**config.mk**
```make
export PLATFORM = sky130hd
export DESIGN_NAME = supersonic_if
export DESIGN_NICKNAME = d
export VERILOG_FILES = /design/src/rtl/supersonic_if_pkg.sv /design/src/rtl/supersonic_if_sync_2ff.sv /design/src/rtl/supersonic_if.sv
export SDC_FILE = /design/constraint.sdc
export NUM_CORES = 1
export LEC_CHECK = 0
export ABC_AREA = 1
export BUFFER_PORTS_ARGS = -buffer_cell sky130_fd_sc_hd__buf_2
export CORE_UTILIZATION = 35
export DETAILED_ROUTE_END_ITERATION = 7
export PLACE_DENSITY = 0.63
export SKIP_LAST_GASP = 1
export SLEW_MARGIN = 10
export SYNTH_ARGS = -nofsm -noshare
export SYNTH_HDL_FRONTEND = slang
export SYNTH_SLANG_ARGS = --single-unit
```
**constraint.sdc**
```tcl
create_clock -name clk -period 2.15 [get_ports clk]
set_input_delay 0.3225 -clock clk [delete_from_list [all_inputs] [get_ports clk]]
set_output_delay 0.3225 -clock clk [all_outputs]
set_load 0.005 [all_outputs]
```
**src/rtl/supersonic_if_pkg.sv**
```systemverilog
// supersonic_if_pkg: shared state encoding and 50 MHz timing defaults for the ultrasonic ranging interface
package supersonic_if_pkg;
  typedef enum logic [2:0] {IDLE, TRIG, WAIT_RISE, MEASURE, DONE, HOLDOFF} state_t;
  localparam int TRIG_CYCLES_DEF = 500;
  localparam int DIV_CYCLES_DEF = 290;
  localparam int RISE_TIMEOUT_DEF = 1_500_000;
  localparam int HOLDOFF_CYCLES_DEF = 3_000_000;
  localparam int DIST_W_DEF = 17;
  function automatic int max_of(input int a, input int b);
    return (a > b) ? a : b;
  endfunction
endpackage

```
**src/rtl/supersonic_if_sync_2ff.sv**
```systemverilog
// sync_2ff: generic 1-bit two-flop synchroniser for asynchronous pin inputs
module sync_2ff (
  input  logic clk,
  input  logic rst,
  input  logic d,
  output logic q
);
  logic [1:0] sync_q;
  logic [1:0] sync_d;
  always_comb sync_d = {sync_q[0], d};
  always_ff @(posedge clk or posedge rst)
    if (rst) sync_q <= '0;
    else sync_q <= sync_d;
  assign q = sync_q[1];
endmodule

```
**src/rtl/supersonic_if.sv**
```systemverilog
// supersonic_if: fires the sensor TRIG pin on request, times the ECHO pulse and returns the distance in mm
module supersonic_if
  import supersonic_if_pkg::*;
#(
  parameter int TRIG_CYCLES    = TRIG_CYCLES_DEF,
  parameter int DIV_CYCLES     = DIV_CYCLES_DEF,
  parameter int RISE_TIMEOUT   = RISE_TIMEOUT_DEF,
  parameter int HOLDOFF_CYCLES = HOLDOFF_CYCLES_DEF,
  parameter int DIST_W         = DIST_W_DEF
) (
  input  logic              clk,
  input  logic              rst,
  input  logic              trigger,
  output logic              triggerSuc,
  output logic              valid,
  output logic [DIST_W-1:0] distance,
  output logic              timeout,
  output logic              busy,
  output logic              sonic_trig,
  input  logic              sonic_echo
);
  localparam int CW = $clog2(max_of(max_of(TRIG_CYCLES + 1, RISE_TIMEOUT), HOLDOFF_CYCLES) + 1);
  localparam int PW = $clog2(DIV_CYCLES + 1);
  localparam logic [DIST_W-1:0] DMAX = '1;
  state_t            state_q, state_d;
  logic [CW-1:0]     cnt_q, cnt_d;
  logic [PW-1:0]     presc_q, presc_d;
  logic [DIST_W-1:0] dist_q, dist_d, distance_q, distance_d;
  logic              trig_q, sonic_trig_q, sonic_trig_d, suc_q, suc_d;
  logic              valid_q, valid_d, timeout_q, timeout_d;
  logic              echo_s, req, wrap;
  sync_2ff u_echo_sync (.clk(clk), .rst(rst), .d(sonic_echo), .q(echo_s));
  assign req  = trigger & ~trig_q;
  assign wrap = presc_q == PW'(DIV_CYCLES - 1);
  always_comb begin
    state_d      = state_q;
    cnt_d        = cnt_q + 1'b1;
    presc_d      = presc_q;
    dist_d       = dist_q;
    sonic_trig_d = 1'b0;
    suc_d        = 1'b0;
    valid_d      = 1'b0;
    distance_d   = distance_q;
    timeout_d    = timeout_q;
    case (state_q)
      IDLE: begin
        cnt_d = '0;
        if (req) begin
          state_d   = TRIG;
          timeout_d = 1'b0;
        end
      end
      // first TRIG cycle only arms the pin, so it is high for exactly TRIG_CYCLES
      TRIG: begin
        sonic_trig_d = cnt_q != CW'(TRIG_CYCLES);
        if (cnt_q == CW'(TRIG_CYCLES)) begin
          state_d = WAIT_RISE;
          suc_d   = 1'b1;
          cnt_d   = '0;
        end
      end
      WAIT_RISE: begin
        if (echo_s) begin
          state_d = MEASURE;
          presc_d = '0;
          dist_d  = '0;
        end else if (cnt_q == CW'(RISE_TIMEOUT - 1)) begin
          state_d   = DONE;
          timeout_d = 1'b1;
        end
      end
      // the falling-detect cycle is still counted: it accounts for the rise-detect cycle
      MEASURE: begin
        presc_d = wrap ? '0 : presc_q + 1'b1;
        dist_d  = (wrap && dist_q != DMAX) ? dist_q + 1'b1 : dist_q;
        state_d = echo_s ? MEASURE : DONE;
      end
      DONE: begin
        valid_d    = 1'b1;
        distance_d = timeout_q ? DMAX : dist_q;
        state_d    = HOLDOFF;
        cnt_d      = '0;
      end
      HOLDOFF: state_d = (cnt_q == CW'(HOLDOFF_CYCLES - 1)) ? IDLE : HOLDOFF;
      default: state_d = IDLE;
    endcase
  end
  always_ff @(posedge clk or posedge rst)
    if (rst) begin
      state_q      <= IDLE;
      cnt_q        <= '0;
      presc_q      <= '0;
      dist_q       <= '0;
      distance_q   <= '0;
      trig_q       <= 1'b0;
      sonic_trig_q <= 1'b0;
      suc_q        <= 1'b0;
      valid_q      <= 1'b0;
      timeout_q    <= 1'b0;
    end else begin
      state_q      <= state_d;
      cnt_q        <= cnt_d;
      presc_q      <= presc_d;
      dist_q       <= dist_d;
      distance_q   <= distance_d;
      trig_q       <= trigger;
      sonic_trig_q <= sonic_trig_d;
      suc_q        <= suc_d;
      valid_q      <= valid_d;
      timeout_q    <= timeout_d;
    end
  assign triggerSuc = suc_q;
  assign valid      = valid_q;
  assign distance   = distance_q;
  assign timeout    = timeout_q;
  assign busy       = state_q != IDLE;
  assign sonic_trig = sonic_trig_q;
endmodule

```
* Word-level counts from Yosys, hierarchy flattened
Index checks and enable logic that the tools add are counted.
** Word-level totals
- Bits in registers :: 75
- Latch bits :: 0
- Bits in writable memories :: 0
- Bits in read-only memories :: 0
- Bits of input ports :: 4
- Output and inout bits :: 22
- Word-level logic and storage cells :: 68
- Memories kept :: 0
** Operators by class
- Add/sub/neg operators :: 3
- Multiply operators :: 0
- Div/mod/pow operators :: 0
- $lt $le $gt $ge :: 0
- Equal/unequal tests :: 18
- Shifts and indexed selects :: 0
- Mux-type cells :: 24
- Bitwise logic cells :: 2
- Reductions and logical operators :: 10
** Operators with widths (count)
- $mux W17 :: 3
- $pmux W22 S2 :: 1
- $pmux W17 S2 :: 1
- $add A22 B1 Y22 const B :: 1
- $eq A22 B21 Y1 const B :: 1
- $eq A22 B22 Y1 const B :: 1
- $eq A22 B9 Y1 const B :: 1
- $mux W22 :: 1
- $ne A22 B9 Y1 const B :: 1
- $mux W3 :: 6
- $mux W9 :: 2
- $pmux W3 S6 :: 1
- $pmux W9 S2 :: 1
- $add A17 B1 Y17 const B :: 1
- $ne A17 B17 Y1 const B :: 1
- $ne A2 B2 Y1 const B :: 5
- $add A9 B1 Y9 const B :: 1
- $eq A9 B9 Y1 const B :: 1
- $mux W1 :: 7
- $eq A3 B2 Y1 const B :: 2
- $eq A3 B3 Y1 const B :: 2
- $reduce_and A3 Y1 :: 2
- $reduce_and A4 Y1 :: 1
- $reduce_bool A2 Y1 :: 2
- 11 further kinds :: 11

* Longest topological paths before layout
- Depth after elaboration :: 4
- Gate-level depth with buffers :: 12
- Depth with buffers taken out :: 12

* Modules after synthesis
A second synthesis with hierarchy kept.
** Unflattened totals
- Cells, all modules :: 535
- Area, all modules :: 4130.2 µm²
** By module, submodules not included
- supersonic_if :: instances 1, cells an instance 532, area each 4076.4 µm², sequential area each 1826.8 µm²
- sync_2ff :: instances 1, cells an instance 3, area each 53.8 µm², sequential area each 50.0 µm²

* Least setup slack after synthesis
No wires, ideal clock.
- Kind :: register to register
- From :: register dist_q[0]
- To :: register dist_q[11]
- Setup time :: 120 ps
- Arrival time :: 1898 ps
- Data required time :: 2030 ps
- Path slack :: 132 ps
- Stages on the path, launching flop included :: 13
- Buffers on the path :: 1
- Clock period less this slack :: 2018 ps
- Path through :: dfrtp_1 -> ha_1 -> inv_1 -> nor2_2 -> nand3_1 -> nor4_1 -> ha_1 -> nor2_4 -> nand2_4 -> nand2_8 -> buf_12 -> nand4_2 -> o21ai_2
** Between the ends
- Cells in the longest elaborated chain, start to end :: 4
- Elaborated cells between the ends (all ways) :: 7
- Classes of those cells :: add/sub (1); eq/ne (2); mux (2); reduce/logical (2)
** RTL lines
- start, declared :: RTL line supersonic_if.sv:28 : logic [DIST_W-1:0] dist_q, dist_d, distance_q, distance_d;
- start signal, assigned :: RTL line supersonic_if.sv:104 : dist_q <= dist_d;
- branches (longest 4 deep; another with $add A17 B1 Y17)
Several ways; the timed one is not identified. The select of a mux whose other input is x is not followed.
A chain may end at the register's enable or synchronous reset.

* Worst setup path in the final report
- From :: register dist_q[1]
- To :: register dist_q[4]
The elaborated chain is that of the path after synthesis.

==> results.sh <==
export IMPL_status="completed"
export IMPL_synth_top_family_by_area="simple AND/OR/NAND/NOR gates"
export IMPL_grt_ovfl_total=0
export IMPL_setup_viol=0
export IMPL_crit_path_start_kind="flop"
export IMPL_fin_skew_ps=7.68
export IMPL_hpwl_um=7200
export IMPL_ir_worst_vdd_v=0.000384
export IMPL_synth_area_per_cell_sq_um=8.02
export IMPL_drv_slew=0
export IMPL_final_util_pct=41.5
export IMPL_placed_area_sq_um=4470
export IMPL_syn2layout_area_growth_pct=15.0
export IMPL_vias=3630
export IMPL_synth_compound_area_share_pct=8.25
export IMPL_die_h_um=111
export IMPL_routed_wl_um=9700
export IMPL_cts_tree="yes"
export IMPL_pin_count=26
export IMPL_post_synth_xor_area_fraction_pct=2.54
export IMPL_rows=39
export IMPL_drcViolationCount=0
export IMPL_core_area_sq_um=11500
export IMPL_fin_area_sq_um=4760
export IMPL_cp_arrival_ps=2170
export IMPL_fp_dieW_um=111
export IMPL_synth_nets=526
export IMPL_cts_inserted_buffers=9
export IMPL_synth_async_reset_ratio_pct=100
export IMPL_final_hold_viol_count=0
export IMPL_relSlewSlack_pct=64.2
export IMPL_grt_pass1_vias=3483
export IMPL_clock_latency_ps=330
export IMPL_cts_root_buf="clkbuf_16"
export IMPL_yosysSeqAreaShare_pct=45.3
export IMPL_yosysWarnings=0
export IMPL_ant_nets=0
export IMPL_wl_per_cell_um=13.8
export IMPL_grt_max_degree=32
export IMPL_post_route_min_period_ps=1950
export IMPL_fmax_mhz=513
export IMPL_synthCells=516
export IMPL_synthMuxAreaShare_pct=0
export IMPL_cts_buffer_depth=2
export IMPL_drt_initial_drc_count=256
export IMPL_min_period_over_period_pct=90.6
export IMPL_worstMarginPinSlew_ps=536
export IMPL_synth_cell_types=38
export IMPL_hold_class="in -> async"
export IMPL_nets=566
export IMPL_layout_drive_gt1_share_pct=18.0
export IMPL_avgViaCountPerCell=5.16
export IMPL_grt_use_total_pct=16.8
export IMPL_antennaDiodeCount=0
export IMPL_synth_adder_area_share_pct=1.81
export IMPL_syn_area_sq_um=4140
export IMPL_fin_setup_tns_ps=0
export IMPL_antenna_found_initial=0
export IMPL_clk_pin_slew_ps=60
export IMPL_grt_pass1_wl_um=16500
export IMPL_fillers=1109
export IMPL_mostFrequentLayoutCells="100 x nand2_1, 91 x nor2_1, 75 x dfrtp_1"
export IMPL_synth_edff_count=0
export IMPL_p_per_area_nw_per_um2=910
export IMPL_synth_seq_cells=75
export IMPL_fp_dieArea_sq_um=12300
export IMPL_power_leakage_nw=2.17
export IMPL_cp_max_fo=28
export IMPL_synth_simple_area_share_pct=34.8
export IMPL_dr_pass1_iters=4
export IMPL_io_buffers=25
export IMPL_final_common_cell="nand2_1"
export IMPL_gp_congestion=0.882
export IMPL_h_tree_depth=3
export IMPL_cap_violations=0
export IMPL_endpoint_kind="flop"
export IMPL_synth_ff_type="dfrtp_1"
export IMPL_crit_type="reg -> reg"
export IMPL_cts_sinks=75
export IMPL_start_util_pct=36.1
export IMPL_cp_data_required_time_ps=2370
[final cells by class]
cell class,instances,area [sq um],area share (%)
well taps,143,179,3.76
inverters,60,229,4.81
multi-input cells,374,1980,41.7
clock inverters,6,41.3,0.868
flip-flops and latches,75,1880,39.4
clock buffers,10,229,4.81
repair buffers,36,220,4.63
[power breakdown]
part / internal, mW / switching (mW) / total, mW
Sequential: 1.64 / 0.182 / 1.82
Clock: 0.783 / 0.594 / 1.38
Combinational: 0.396 / 0.733 / 1.13
[metrics by stage]
stage / hold WS, ps / total power, mW / worst slack [ps] / instances
2_1_floorplan: 331 / 2.64 / 132 / 516
4_1_cts: 47.2 / 4.37 / 95.9 / 704
3_5_place_dp: 412 / 2.99 / 105 / 688
3_3_place_gp: 403 / 2.95 / 161 / 688
5_1_grt: 78.0 / 4.58 / -1.24 / 704
6_report: 26.1 / 4.33 / 201 / 704
[repair_timing]
item	4_1_cts	5_1_grt
hold buffers	0	0
gates resized for setup	0	5
setup endpoints to repair	0	17
buffers inserted	0	0
[path summary, 6_finish.rpt]
check	start	endpoint	slack, ps	cells after the start
worst max-delay path	dist_q[1]	dist_q[4]	200	11
worst min register to register	u_echo_sync.sync_q[0]	u_echo_sync.sync_q[1]	450	0
min in group clk	sonic_echo	u_echo_sync.sync_q[0]	90	1
worst min-delay path	rst	u_echo_sync.sync_q[0]	30	2
worst max register to register	dist_q[1]	dist_q[4]	200	11
max in group asynchronous	rst	sonic_trig	1500	3
[critical path: stages, from the launching register on]
cell     delay [ps]
dfrtp_1         370
ha_2            210
inv_1            60
nor2_2          120
nand3_1         100
nor4_2          160
ha_2            240
nor2_4           50
nand2_4         110
nand2_8         160
a21oi_1         170
nor2_1           60
[registers in the layout, indices dropped and copies added (netlist names)]
name and count:
dist_q 17, sonic_trig 1, triggerSuc 1, valid 1, cnt_q 22, u_echo_sync.sync_q 2, presc_q 9, timeout 1
distance 17, state_q 3, trig_q 1
[cell usage after synthesis, types with 3 or more instances]
| library cell | n | area (sq um) |
|---|---|---|
| a21oi_1 | 28 | 140 |
| nor2_4 | 4 | 45.0 |
| o21ai_2 | 6 | 52.6 |
| inv_2 | 7 | 26.3 |
| nor2_2 | 6 | 37.5 |
| o21ai_1 | 8 | 40.0 |
| inv_1 | 53 | 199 |
| nand4_1 | 17 | 106 |
| xnor2_1 | 3 | 26.3 |
| nor3_1 | 15 | 75.1 |
| nand2_4 | 3 | 33.8 |
| dfrtp_1 | 75 | 1880 |
| ha_1 | 6 | 75.1 |
| nand4_2 | 8 | 100 |
| xor2_1 | 9 | 78.8 |
| o22ai_1 | 6 | 37.5 |
| nand2_1 | 100 | 375 |
| o21ai_0 | 7 | 35.0 |
| nor3_2 | 3 | 30.0 |
| nand2_2 | 3 | 18.8 |
| nand3_1 | 38 | 190 |
| nor2_1 | 91 | 342 |
[routing by layer]
layer | vias to the layer above | global-route usage (%) | routed length [um]
met5 | - | 0 | 0
met4 | 0 | 7.64 | 208
met3 | 18 | 2.95 | 474
met2 | 92 | 25.2 | 4460
met1 | 1743 | 23.6 | 4560
li1 | 1777 | - | -
[cell families (layout without fill, tap and decap cells)]
family	after synthesis	count (layout)
compound gates	60	60
xor+xnor	12	12
fa+ha+maj	6	6
buf+inv	67	112
flops	75	75
simple gates	296	296
Power figures use the tool's default switching activity.
